## src/rtl/coincidence_gate_counter.sv

```systemverilog
// Two-channel photon counter: counts singles A, B and windowed A/B coincidences
// over a programmable gate, then latches the three counts.
`default_nettype none

module coincidence_gate_counter #(
  parameter int CNT_W  = 32,
  parameter int WIN_W  = 4,
  parameter int GATE_W = 24
) (
  input  logic              clk,
  input  logic              rst_n,
  input  logic              pulse_a,
  input  logic              pulse_b,
  input  logic [WIN_W-1:0]  window,
  input  logic [GATE_W-1:0] gate_len,
  input  logic              start,
  input  logic              continuous,
  input  logic              abort,
  output logic [CNT_W-1:0]  count_a,
  output logic [CNT_W-1:0]  count_b,
  output logic [CNT_W-1:0]  count_ab,
  output logic              overflow,
  output logic              result_valid,
  output logic              busy
);

  typedef enum logic [1:0] {
    IDLE      = 2'd0,
    INTEGRATE = 2'd1,
    LATCH     = 2'd2
  } state_t;

  localparam logic [CNT_W-1:0] CNT_MAX = {CNT_W{1'b1}};

  state_t              state, state_nx;
  logic                load_timer;
  logic [GATE_W-1:0]   timer;
  logic [GATE_W-1:0]   gate_load;
  logic [CNT_W-1:0]    work_a, work_b, work_ab;
  logic                work_ovf;
  logic [WIN_W-1:0]    win_a, win_b;
  logic                counting;
  logic                coinc;

  assign gate_load = (gate_len == '0) ? GATE_W'(1) : gate_len;
  assign busy      = (state != IDLE);
  assign counting  = (state == INTEGRATE) && !abort;
  assign coinc     = counting && ((pulse_a && pulse_b) ||
                                  (pulse_a && (win_b != '0)) ||
                                  (pulse_b && (win_a != '0)));

  always_ff @(posedge clk or negedge rst_n) begin
    if (!rst_n) state <= IDLE;
    else        state <= state_nx;
  end

  always_comb begin
    state_nx   = state;
    load_timer = 1'b0;
    case (state)
      IDLE: begin
        if (start) begin
          state_nx   = INTEGRATE;
          load_timer = 1'b1;
        end
      end
      INTEGRATE: begin
        if (timer <= GATE_W'(1)) state_nx = LATCH;
      end
      LATCH: begin
        if (continuous) begin
          state_nx   = INTEGRATE;
          load_timer = 1'b1;
        end else begin
          state_nx = IDLE;
        end
      end
      default: state_nx = IDLE;
    endcase
    // Abort overrides every other transition, including a continuous restart.
    if (abort && state != IDLE) begin
      state_nx   = IDLE;
      load_timer = 1'b0;
    end
  end

  always_ff @(posedge clk or negedge rst_n) begin
    if (!rst_n) begin
      timer        <= '0;
      work_a       <= '0;
      work_b       <= '0;
      work_ab      <= '0;
      work_ovf     <= 1'b0;
      win_a        <= '0;
      win_b        <= '0;
      count_a      <= '0;
      count_b      <= '0;
      count_ab     <= '0;
      overflow     <= 1'b0;
      result_valid <= 1'b0;
    end else begin
      result_valid <= 1'b0;

      if (load_timer)
        timer <= gate_load;
      else if (state == INTEGRATE && timer != '0)
        timer <= timer - GATE_W'(1);

      if (state == LATCH && !abort) begin
        count_a      <= work_a;
        count_b      <= work_b;
        count_ab     <= work_ab;
        overflow     <= work_ovf;
        result_valid <= 1'b1;
      end

      if (counting) begin
        if (pulse_a) begin
          if (work_a == CNT_MAX) work_ovf <= 1'b1;
          else                   work_a   <= work_a + CNT_W'(1);
        end
        if (pulse_b) begin
          if (work_b == CNT_MAX) work_ovf <= 1'b1;
          else                   work_b   <= work_b + CNT_W'(1);
        end
        if (coinc) begin
          if (work_ab == CNT_MAX) work_ovf <= 1'b1;
          else                    work_ab  <= work_ab + CNT_W'(1);
        end
        // A paired pulse clears both windows so it cannot pair a second time.
        if (coinc) begin
          win_a <= '0;
          win_b <= '0;
        end else begin
          if (pulse_a)           win_a <= window;
          else if (win_a != '0)  win_a <= win_a - WIN_W'(1);
          if (pulse_b)           win_b <= window;
          else if (win_b != '0)  win_b <= win_b - WIN_W'(1);
        end
      end else begin
        work_a   <= '0;
        work_b   <= '0;
        work_ab  <= '0;
        work_ovf <= 1'b0;
        win_a    <= '0;
        win_b    <= '0;
      end
    end
  end

endmodule

`default_nettype wire

```

## config.mk

```make
export PLATFORM = sky130hd
export DESIGN_NAME = coincidence_gate_counter
export DESIGN_NICKNAME = d
export VERILOG_FILES = /design/src/rtl/coincidence_gate_counter.sv
export SDC_FILE = /design/constraint.sdc
export NUM_CORES = 1
export LEC_CHECK = 0
export ABC_CLOCK_PERIOD_IN_PS = 2300
export BUFFER_PORTS_ARGS = -buffer_cell sky130_fd_sc_hd__buf_2
export CAP_MARGIN = 10
export CORE_MARGIN = 2
export CORE_UTILIZATION = 53
export CTS_CLUSTER_DIAMETER = 100
export DETAILED_ROUTE_END_ITERATION = 6
export PLACE_DENSITY = 0.8
export SLEW_MARGIN = 25
export SYNTH_ARGS = -nofsm -noshare
export SYNTH_HDL_FRONTEND = slang
export SYNTH_SLANG_ARGS = --single-unit
```

## constraint.sdc

```tcl
create_clock -name clk -period 2.3 [get_ports clk]
set_input_delay 0.69 -clock clk [delete_from_list [all_inputs] [get_ports clk]]
set_output_delay 0.69 -clock clk [all_outputs]
set_load 0.05 [all_outputs]
```

======== After elaboration in Yosys (flattened, before gate mapping) ========
Cells that the tools add are included.
storage, ports and cells
  logic and storage cells ................. 94
  flip-flop bits (word level) ............. 229
  output and inout bits ................... 99
cells by class
  order comparisons ....................... 1
  reductions and logical operators ........ 22
  equality and inequality tests ........... 15
  $add $sub $neg .......................... 6
  multiplexer cells ....................... 37
operator list
  operator                                                number
  2-to-1 mux 32 bit                                       9
  adder 32 x 1 -> 32 bit (second input constant)          3
  equality test 32 bit (second input constant)            3
  2-to-1 mux 24 bit                                       3
  2-to-1 mux 4 bit                                        8
  <= comparator 24 x 1 -> 1 bit (second input constant)   1
  zero test 24 bit                                        1
  nonzero test 24 bit                                     1
  subtractor 24 x 1 -> 24 bit (second input constant)     1
  2-to-1 mux 1 bit                                        12
  inequality test 2 bit (second input constant)           5
  logical AND 1 bit                                       8
  inequality test 4 x 2 -> 1 bit (second input constant)  2
  AND reduction 2 bit                                     4
  nonzero test 4 bit                                      2
  subtractor 4 x 1 -> 4 bit (second input constant)       2
  2-to-1 mux 2 bit                                        3
  inequality test 3 bit (second input constant)           2
  one-hot mux 2 bit (3 select lines)                      1
  nonzero test 2 bit                                      2
  equality test 2 x 1 -> 1 bit (second input constant)    1
  equality test 2 bit (second input constant)             1
  zero test 2 bit                                         1
  logical OR 1 bit                                        2
  3 further kinds                                         3

======== Logic depth before layout (Yosys ltp) ========
Gate-level depths: netlist (run 1).
  word-level depth ........................ 8
  mapped depth ............................ 9
  gate-level depth less buffers ........... 8

======== Least setup slack after synthesis (run 1) ========
Ideal clock, no wire load.
  path type ............................... input port to flip-flop
  start point ............................. input pulse_b
  end point ............................... register work_ab[28]
  stages .................................. 7
  path buffers ............................ 1
  required time ........................... 2168 ps
  data arrival time ....................... 2215 ps
  setup time .............................. 132 ps
  path slack .............................. -46 ps
  path through ............................ buf_2 nor4b_1 or3_4 or4_4 nor4_4 xnor2_1 nor2_1
between the ends
  longest elaborated chain between the ends .. 6
  elaborated cells on any way between the ends .. 7
RTL lines
  item                                               RTL line  RTL
  start, declared                                    13        input logic pulse_b,
  logical AND 1 bit                                  48        assign coinc = counting && ((pulse_a && pulse_b) ||
  logical OR 1 bit                                   48
  logical OR 1 bit *                                 49        (pulse_a && (win_b != '0)) ||
  logical AND 1 bit *                                48
  inequality test 2 x 1 -> 1 bit (no source line) *  -
  AND reduction 2 bit (no source line) *             -
  end signal, assigned                               128       else work_ab <= work_ab + CNT_W'(1);
  end, declared                                      39        logic [CNT_W-1:0] work_a, work_b, work_ab;
Every way passes the cells marked *; elsewhere a longest branch is shown, timed or not.
A chain may end at the register's enable or synchronous reset.

======== Worst setup path after layout (run 1) ========
  start point ............................. register win_a[0]
  end point ............................... register work_ab[28]
between the ends
  longest elaborated chain between the ends .. 6
RTL lines
  item                                             RTL line  RTL
  start, declared                                  41        logic [WIN_W-1:0] win_a, win_b;
  start signal, assigned                           135       if (pulse_a) win_a <= window;
  start signal, assigned                           136       else if (win_a != '0) win_a <= win_a - WIN_W'(1);
  nonzero test 4 bit                               50        (pulse_b && (win_a != '0)));
  logical AND 1 bit                                50
  logical OR 1 bit                                 49
  logical AND 1 bit                                48
  inequality test 2 x 1 -> 1 bit (no source line)  -
  AND reduction 2 bit (no source line)             -
Every way passes these cells.

==> flow_metrics.env, run 1 <==
export IMPL_fillerInstances=1542
export IMPL_synth_flop_cell="dfrtp_1"
export IMPL_cp_start_kind="flop"
export IMPL_nets=1267
export IMPL_setup_viol=0
export IMPL_die_width_um=147.2
export IMPL_max_freq_mhz=442.1
export IMPL_r2r_cells=8
export IMPL_final_layout_size_suffix_gt1_frac=0.3137
export IMPL_grt_pass1_wl_mm=41.90
export IMPL_clk_path_buf_depth=3
export IMPL_power_density_mw_per_mm2=695.2
export IMPL_rows=52
export IMPL_maxCapViolCount=0
export IMPL_slew_headroom=0.6120
export IMPL_rrSetupSlack_ps=40
export IMPL_critPathRequiredTime_ps=2680
export IMPL_grt_pass1_vias=8504
export IMPL_crit_fanout=5
export IMPL_synth_edff_count=0
export IMPL_crit_path_max_incr_delay_ps=530
export IMPL_rr_startpoint="win_a[0]$_DFFE_PN0P_"
export IMPL_netlist_area_leader_share=0.5273
export IMPL_synthCells=1020
export IMPL_htree_levels=1
export IMPL_vdd_drop_max_mv=0.5612
export IMPL_clock_sinks=229
export IMPL_tightest_slew_ps=577.6
export IMPL_rr_endpoint="work_ab[28]$_DFFE_PN0P_"
export IMPL_end_kind="flop"
export IMPL_async_flop_share=1.000
export IMPL_die_y_um=147.2
export IMPL_ys_types=56
export IMPL_post_dp_hpwl_mm=17.48
export IMPL_regArea_mm2=0.005731
export IMPL_fin_crit_sh=0.9833
export IMPL_drt_wl_total_mm=25.40
export IMPL_path_cells="inv_1, ha_1, nor4b_2, or3_4, or4_4, nor4_4, xnor2_1, nor2_1"
export IMPL_ys_seq_area_frac=0.5273
export IMPL_ys_top_cells_by_area="dfrtp_1, mux2_2, xor2_1"
export IMPL_path_clk_slew_ps=60
export IMPL_syn_area_per_cell_um2=10.65
export IMPL_synth_warnings=0
export IMPL_start_util=0.5388
export IMPL_worstSetupPathType="flop to flop"
export IMPL_fin_skew_ps=12.21
export IMPL_place_congestion=0.8819
export IMPL_root_buffer="clkbuf_16"
export IMPL_p_sw_uw=2309
export IMPL_status="completed"
export IMPL_port_buffers=133
export IMPL_coreArea_mm2=0.02017
export IMPL_grt_usage=0.2318
export IMPL_internal_power_uw=7007
export IMPL_route_detailed_drc=0
export IMPL_rsz0062_at_grt="true"
export IMPL_dr_first_iter_drc_count=560
export IMPL_seqPwrFrac=0.465
export IMPL_cts_tree="done"
export IMPL_place_ws_ps=-334.7
export IMPL_wl_per_cell_um=16.81
export IMPL_arrival_ps=2640
export IMPL_pwr_share_comb=0.095
export IMPL_dieArea_mm2=0.02167
export IMPL_slew_viol_final=0
export IMPL_clkPwrFrac=0.440
export IMPL_ant_nets=0
export IMPL_switching_share=0.2479
export IMPL_worst_slack_ps=38.31
export IMPL_syn_num_nets=1065
export IMPL_min_period_ps=2262
export IMPL_ys_ff_latch=229
export IMPL_synth_cell_area_mm2=0.01087
export IMPL_multiInputGateArea_mm2=0.005101
export IMPL_antenna_found_initial=0
export IMPL_clk_latency_ps=520
export IMPL_syn2layout_area_growth_pct=23.29
export IMPL_vias_per_cell=5.721
export IMPL_slowest_stage="or4_4"
export IMPL_gr_total_overflow=0
export IMPL_first_pass_iters=5
export IMPL_numCtsBuffers=24
export IMPL_ios=134
export IMPL_dpl_cell_area_mm2=0.01236
export IMPL_grt_max_degree=61
export IMPL_dr_total_vias=8645
export IMPL_final_core_util=0.6643
export IMPL_hold_path_class="input port to async pin"
export IMPL_leakagePower_uw=0.006215
export IMPL_yosys_area_top_type="dfrtp_1"
export IMPL_hold_viol_final=0
export IMPL_fin_area_mm2=0.01340
## Yosys cell counts, drive strengths merged (2+ instances only)
library cell	n
dfrtp	229
nor2	117
mux2	98
nand2	78
nand3	59
xor2	53
a21oi	40
nor3	39
xnor2	38
nand4	35
o21ai	33
nor4	30
clkbuf	29
and3	20
or3	19
inv	12
and4	11
ha	10
buf	7
and2	6
nor4b	6
or4	6
nand2b	5
nor3b	5
a211oi	3
a311oi	3
a31oi	3
o31ai	3
or2	3
or4b	3
mux2i	2
nand3b	2
o211ai	2
o21bai	2
## worst max-delay path: cells and delay by family (launching register included)
kind	cells	cell delay [ps]
XOR/XNOR	1	140
adder cells (fa/ha/maj)	1	200
buffers and inverters	1	70
flip-flops	1	360
AND/OR/NAND/NOR	5	1370
## logic make-up after synthesis
family | Yosys count | share of synthesized area
AO/OA/AOI/OAI | 96 | 0.05077
AND/OR/NAND/NOR | 446 | 0.2164
XOR/XNOR | 91 | 0.07334
flip-flops | 229 | 0.5273
multiplexers | 100 | 0.1034
buffers and inverters | 48 | 0.01727
adder cells (fa/ha/maj) | 10 | 0.01151
## registers in the layout (all words and copies together) (netlist names), 2 cells and up
| signal | cells |
|---|---|
| work_b | 32 |
| win_b | 4 |
| count_ab | 32 |
| work_a | 32 |
| count_b | 32 |
| state | 2 |
| work_ab | 32 |
| win_a | 4 |
| count_a | 32 |
| timer | 24 |
## stage by stage
stage	power, uW	setup TNS, ps	hold WS [ps]	cells
final	9316	0	110.8	1511
after global routing	9654	-349.4	149.5	1510
after CTS	9327	0	138.1	1506
after detailed placement	5224	-3500	490.0	1458
after global placement	5201	-1958	485.2	1458
after floorplan	4845	0	394.4	1020
## layer usage
| metal | GRT usage | vias to the layer above | wire length, um |
|---|---|---|---|
| li1 | - | 4056 | - |
| met3 | 0.03261 | 39 | 1331 |
| met2 | 0.3818 | 255 | 12340 |
| met4 | 0.06538 | 0 | 454 |
| met1 | 0.3244 | 4295 | 11270 |
| met5 | 0 | - | 0 |
## placed cells by master, fill, tap and decap left out, types with 3 or more instances in the layout
cell type / instances
a211oi_1: 3
nor2_1: 115
nand2b_1: 4
or4_1: 4
nand2_1: 78
clkbuf_16: 25
nor3b_1: 3
nand3_1: 56
o31ai_1: 3
a21oi_1: 37
xor2_1: 53
dfrtp_1: 229
nor4_4: 3
a21oi_2: 3
bufinv_16: 4
inv_1: 10
buf_4: 73
clkinv_2: 7
nor3_1: 37
buf_12: 6
or2_2: 3
and4_1: 11
nand4_1: 35
ha_1: 9
buf_2: 132
a311oi_1: 3
o21ai_0: 29
nor4_2: 5
or3_1: 17
and3_1: 20
xnor2_1: 38
nor4_1: 22
and2_1: 6
o21ai_1: 3
clkbuf_1: 4
mux2_2: 98
## power groups by stage
| stage | clock network [uW] | registers, uW | logic, uW |
|---|---|---|---|
| finish | 4100 | 4330 | 887 |
| global route | 4320 | 4350 | 988 |
| CTS | 4160 | 4310 | 856 |
| detailed placement | 0 | 4380 | 842 |
| global placement | 0 | 4380 | 823 |
| floorplan | 0 | 4350 | 493 |
## repair_timing
action | CTS | global route
pin swaps | 2 | 6
setup buffers | 4 | 4
gates resized for setup | 6 | 20
hold buffers | 0 | 0
endpoints found under the setup margin | 18 | 29
## worst max path at each step
stage	from	end	slack, ps	depth (start not counted)
finish	win_a[0]$_DFFE_PN0P_	work_ab[28]$_DFFE_PN0P_	40	8
global route	win_a[0]$_DFFE_PN0P_	work_ab[28]$_DFFE_PN0P_	-100	8
detailed placement	pulse_a	work_ab[18]$_DFFE_PN0P_	-330	7
CTS	win_b[1]$_DFFE_PN0P_	work_ab[28]$_DFFE_PN0P_	20	9
floorplan	pulse_b	work_ab[31]$_DFFE_PN0P_	7	7
global placement	pulse_a	work_ab[18]$_DFFE_PN0P_	-260	7
## final cells by class
cell class,count,share of cell area
Sequential cell,229,0.4277
Multi-Input combinational cell,743,0.3807
Timing Repair Buffer,212,0.1003
Clock buffer,31,0.04986
Tap cell,270,0.02521
Clock inverter,13,0.01270
Inverter,12,0.003362
Antenna cell,1,0.0001868
Power figures use the tool's default switching activity.
==> run 2, diff against run 1 <==
SETUP_SLACK_MARGIN = 0.1   (was unset)
==> flow_metrics.env, run 2 (same netlist as run 1, synthesis figures left out) <==
export IMPL_status="completed"
export IMPL_dr_first_iter_drc_count=478
export IMPL_fin_skew_ps=7.756
export IMPL_path_cells="inv_2, ha_4, nor4b_4, or3_4, or4_4, nor4_4, xnor2_1, nor2_1"
export IMPL_use_met1=0.3223
export IMPL_setup_viol=0
export IMPL_htree_levels=1
export IMPL_die_y_um=147.2
export IMPL_cts_tree="done"
export IMPL_drt_wl_total_mm=24.51
export IMPL_layout_common_cells="dfrtp_1, buf_2, nor2_1"
export IMPL_crit_fanout=5
export IMPL_worstSetupPathType="flop to flop"
export IMPL_coreArea_mm2=0.02017
export IMPL_cp_start_kind="flop"
export IMPL_slowest_stage="or4_4"
export IMPL_die_width_um=147.2
export IMPL_place_congestion=0.8920
export IMPL_grt_usage=0.2276
export IMPL_leakagePower_uw=0.006160
export IMPL_route_detailed_drc=0
export IMPL_switching_share=0.2525
export IMPL_fin_tns_setup_ps=0
export IMPL_dieArea_mm2=0.02167
export IMPL_p_sw_uw=2249
export IMPL_fin_area_mm2=0.01338
export IMPL_vdd_drop_max_mv=0.5787
export IMPL_crit_path_max_incr_delay_ps=530
export IMPL_seqPwrFrac=0.487
export IMPL_place_ws_ps=-160.5
export IMPL_slew_headroom=0.6614
export IMPL_worst_slack_ps=114.9
export IMPL_maxCapViolCount=0
export IMPL_numCtsBuffers=24
export IMPL_ant_nets=0
export IMPL_arrival_ps=2590
export IMPL_cts_hold_fix_buffers=0
export IMPL_path_clk_slew_ps=60
export IMPL_vias_per_cell=5.651
export IMPL_root_buffer="clkbuf_16"
export IMPL_tightest_slew_ps=502.5
export IMPL_fin_crit_sh=0.9500
export IMPL_critPathRequiredTime_ps=2700
export IMPL_port_buffers=133
export IMPL_dr_total_vias=8477
export IMPL_pwr_share_comb=0.101
export IMPL_mostFrequentLayoutCell="dfrtp_1"
export IMPL_hold_path_class="input port to async pin"
export IMPL_rsz0062_at_grt="true"
export IMPL_rows=52
export IMPL_internal_power_uw=6659
export IMPL_met3_usage=0.03416
export IMPL_cp_top_family="simple AND/OR/NAND/NOR gates"
export IMPL_grt_pass1_wl_mm=40.95
export IMPL_slew_viol_final=0
export IMPL_grt_pass1_vias=8247
export IMPL_grt_max_degree=54
export IMPL_syn2layout_area_growth_pct=23.08
export IMPL_n_antenna_cell=0
export IMPL_clk_path_buf_depth=3
export IMPL_clk_latency_ps=510
export IMPL_first_pass_iters=6
export IMPL_clkPwrFrac=0.412
export IMPL_power_uw=8908
export IMPL_final_layout_size_suffix_gt1_frac=0.3211
export IMPL_grtUsageMet2=0.3731
export IMPL_wl_per_cell_um=16.34
export IMPL_cp_num_buf_inv=1
export IMPL_min_period_ps=2185
export IMPL_dpl_cell_area_mm2=0.01232
export IMPL_antenna_found_initial=0
export IMPL_end_kind="flop"
export IMPL_post_dp_hpwl_mm=17.16
export IMPL_nets=1261
export IMPL_power_density_mw_per_mm2=665.9
export IMPL_clock_sinks=229
export IMPL_hold_viol_final=0
export IMPL_start_util=0.5388
export IMPL_gr_total_overflow=0
export IMPL_max_freq_mhz=457.6
export IMPL_gr_max_usage_layer="met2"
export IMPL_ios=134
==> run 2: cell types whose count changed in the layout (fill, tap and decap cells not counted), moves of 4 or more <==
cell and change:
bufinv_16 -4, dfrtp_2 +4, buf_4 -8, nor4_1 -4
dfrtp_1 -4
==> run 2: timing repair <==
item | CTS | global route
buffers inserted | 6 | 9
pin swaps | 6 | 9
resized for setup | 7 | 38
setup endpoints to repair | 13 | 51
==> run 2: cell type report <==
type / count / area (um^2)
Sequential cell: 229 / 5736
Timing Repair Buffer: 206 / 1339
Multi-Input combinational cell: 743 / 5177
Clock inverter: 5 / 28.78
Tap cell: 270 / 337.8
Inverter: 12 / 45.04
Clock buffer: 35 / 713.2
Fill cell: 1558 / 6793
==> run 2: stage by stage <==
step | utilization | hold WS [ps] | std cells
finish | 0.6632 | 98.10 | 1500
global route | 0.6632 | 127.0 | 1500
CTS | 0.6512 | 102.0 | 1491
detailed placement | 0.6107 | 490.1 | 1445
global placement | 0.6107 | 484.3 | 1445
floorplan | - | 394.4 | 1020
==> run 2: path summary, 6_finish.rpt <==
path / from / end / slack, ps / cells past startpoint
setup / recovery: win_a[1]$_DFFE_PN0P_ / work_ab[28]$_DFFE_PN0P_ / 110 / 8
hold / removal: rst_n / count_a[15]$_DFFE_PN0P_ / 100 / 1
setup reg to reg: win_a[1]$_DFFE_PN0P_ / work_ab[28]$_DFFE_PN0P_ / 110 / 8
hold reg to reg: count_b[8]$_DFFE_PN0P_ / count_b[8]$_DFFE_PN0P_ / 500 / 1
max in group asynchronous: rst_n / work_b[18]$_DFFE_PN0P_ / 1550 / 2
min in group clk: gate_len[3] / timer[3]$_DFFE_PN0P_ / 400 / 3
==> run 2: per-layer routing <==
| layer | wire [um] | up-vias |
|---|---|---|
| met4 | 358 | 0 |
| li1 | - | 4041 |
| met1 | 10940 | 4195 |
| met5 | 0 | - |
| met3 | 1106 | 29 |
| met2 | 12110 | 212 |
==> run 2: worst register-to-register path: stages (launching register included) <==
cell	delay [ps]
dfrtp_1	370
inv_2	60
ha_4	150
nor4b_4	130
or3_4	450
or4_4	530
nor4_4	170
xnor2_1	150
nor2_1	50
==> run 2: power by group through the flow <==
stage,combinational [uW],sequential (uW),clock [uW]
global route,1010,4350,3920
floorplan,495,4350,0
finish,901,4340,3670
CTS,851,4320,3760
global placement,817,4380,0
detailed placement,838,4390,0
==> run 3, diff against run 2 <==
ABC_CLOCK_PERIOD_IN_PS = 1800   (was 2300)
CTS_CLUSTER_DIAMETER = unset   (was 100)
RECOVER_POWER = 25   (was unset)
clock period = 1.8 ns   (was 2.3 ns; I/O delays follow)
==> flow_metrics.env, run 3 (same netlist as run 1, synthesis figures left out) <==
export IMPL_wl_per_cell_um=26.21
export IMPL_min_period_ps=2573
export IMPL_arrival_ps=3020
export IMPL_slowest_stage="or3_4"
export IMPL_layout_cells_non_filler=1767
export IMPL_power_density_mw_per_mm2=748.5
export IMPL_nets=1521
export IMPL_clk_path_buf_depth=3
export IMPL_grt_pass1_wl_mm=53.87
export IMPL_tightest_slew_ps=751.1
export IMPL_layout_common_cells="buf_4, dfrtp_1, nor2_1"
export IMPL_fin_tns_setup_ps=-38880
export IMPL_critPathRequiredTime_ps=2240
export IMPL_die_y_um=147.2
export IMPL_placed_cells=1611
export IMPL_grt_max_degree=47
export IMPL_root_buffer="clkbuf_16"
export IMPL_end_kind="flop"
export IMPL_ant_nets=0
export IMPL_route_detailed_drc=6
export IMPL_crit_fanout=4
export IMPL_antenna_found_initial=2
export IMPL_die_width_um=147.2
export IMPL_mostFrequentLayoutCell="buf_4"
export IMPL_final_layout_size_suffix_gt1_frac=0.5372
export IMPL_grt_usage=0.3061
export IMPL_htree_levels=1
export IMPL_numCtsBuffers=24
export IMPL_slew_viol_final=0
export IMPL_post_dp_hpwl_mm=19.62
export IMPL_leakagePower_uw=0.007983
export IMPL_fin_skew_ps=17.99
export IMPL_gr_total_overflow=0
export IMPL_status="complete, but fails checks"
export IMPL_grt_pass1_vias=10472
export IMPL_crit_path_max_incr_delay_ps=420
export IMPL_fin_crit_sh=1.430
export IMPL_place_congestion=0.8722
export IMPL_cp_start_kind="flop"
export IMPL_worst_slack_ps=-773.3
export IMPL_port_buffers=133
export IMPL_dr_first_iter_drc_count=1255
export IMPL_setup_viol=200
export IMPL_path_clk_slew_ps=70
export IMPL_clock_sinks=229
export IMPL_place_ws_ps=-471.7
export IMPL_slew_headroom=0.4993
export IMPL_rsz0062_at_grt="true"
export IMPL_final_core_util=0.8618
export IMPL_dpl_cell_area_mm2=0.01399
export IMPL_clk_latency_ps=530
export IMPL_start_util=0.5388
export IMPL_maxCapViolCount=0
export IMPL_syn2layout_area_growth_pct=59.95
export IMPL_path_cells="inv_2, ha_4, nor4b_4, or3_4, buf_4, nor4_4, nand3_1, buf_4, nor4_1, o21bai_1"
export IMPL_cts_tree="done"
export IMPL_first_pass_iters=7
export IMPL_rows=52
export IMPL_drt_wl_total_mm=46.31
export IMPL_hold_viol_final=0
export IMPL_crit_top_cell="buf_4"
export IMPL_worstSetupPathType="flop to flop"
export IMPL_ios=134
export IMPL_dr_total_vias=11478
export IMPL_vdd_drop_max_mv=0.9580
export IMPL_violations="DRC, setup timing"
export IMPL_dieArea_mm2=0.02167
export IMPL_coreArea_mm2=0.02017
export IMPL_hold_path_class="input port to flop"
export IMPL_max_freq_mhz=388.6
export IMPL_fin_area_mm2=0.01738
export IMPL_vias_per_cell=6.496
run 3: final cells by class:
class                           count  area (um^2)
Antenna cell                        4        10.01
Sequential cell                   229         5733
Clock buffer                       37        750.7
Tap cell                          270        337.8
Inverter                           12        45.04
Multi-Input combinational cell    744         6561
Fill cell                         842         2786
Clock inverter                      6        58.81
Timing Repair Buffer              465         3886
run 3: critical path: cells and delay by family (launching register included):
| family | cells | cell delay, ps |
|---|---|---|
| compound gates | 1 | 170 |
| fa+ha+maj | 1 | 170 |
| buf+inv | 3 | 430 |
| flops | 1 | 400 |
| simple gates | 5 | 1320 |
run 3: through the flow:
step	total power [uW]	hold slack, ps
global route	13320	262.4
global placement	7136	479.7
CTS	12440	242.1
finish	13010	249.4
detailed placement	7185	474.7
floorplan	6360	244.4
run 3: timing repair:
action,CTS,global route
hold buffers,1,0
pin swaps,105,118
endpoints found under the setup margin,127,263
gates resized for setup,189,215
setup buffers,52,47
gates cloned,2,15
endpoints found under the hold margin,37,0
run 3: where the power goes:
part	internal [uW]	switching (uW)
combinational	1030	1280
sequential	5310	200
clock	3010	2180
total	9350	3660
run 3: worst paths after layout:
path                       cells after the start  slack [ps]                startpoint                       end
setup / recovery                              10        -770      win_b[0]$_DFFE_PN0P_   work_ab[26]$_DFFE_PN0P_
setup reg to reg                              10        -770      win_b[0]$_DFFE_PN0P_   work_ab[26]$_DFFE_PN0P_
hold reg to reg                                1         510  count_ab[18]$_DFFE_PN0P_  count_ab[18]$_DFFE_PN0P_
max in group asynchronous                      3         120                     rst_n      win_a[3]$_DFFE_PN0P_
hold / removal                                 3         250              gate_len[14]     timer[14]$_DFFE_PN0P_
min in group asynchronous                      2         640                     rst_n      timer[3]$_DFFE_PN0P_
run 3: per-layer routing:
layer  part of all wire  GRT usage  wire length (um)  vias up
met2               0.47     0.5383             21630      965
met5                  0          0                 0        -
met1               0.35     0.3888             16030     5581
li1                   -          -                 -     4557
met3              0.092    0.04472              4283      375
met4              0.094     0.1063              4365        0
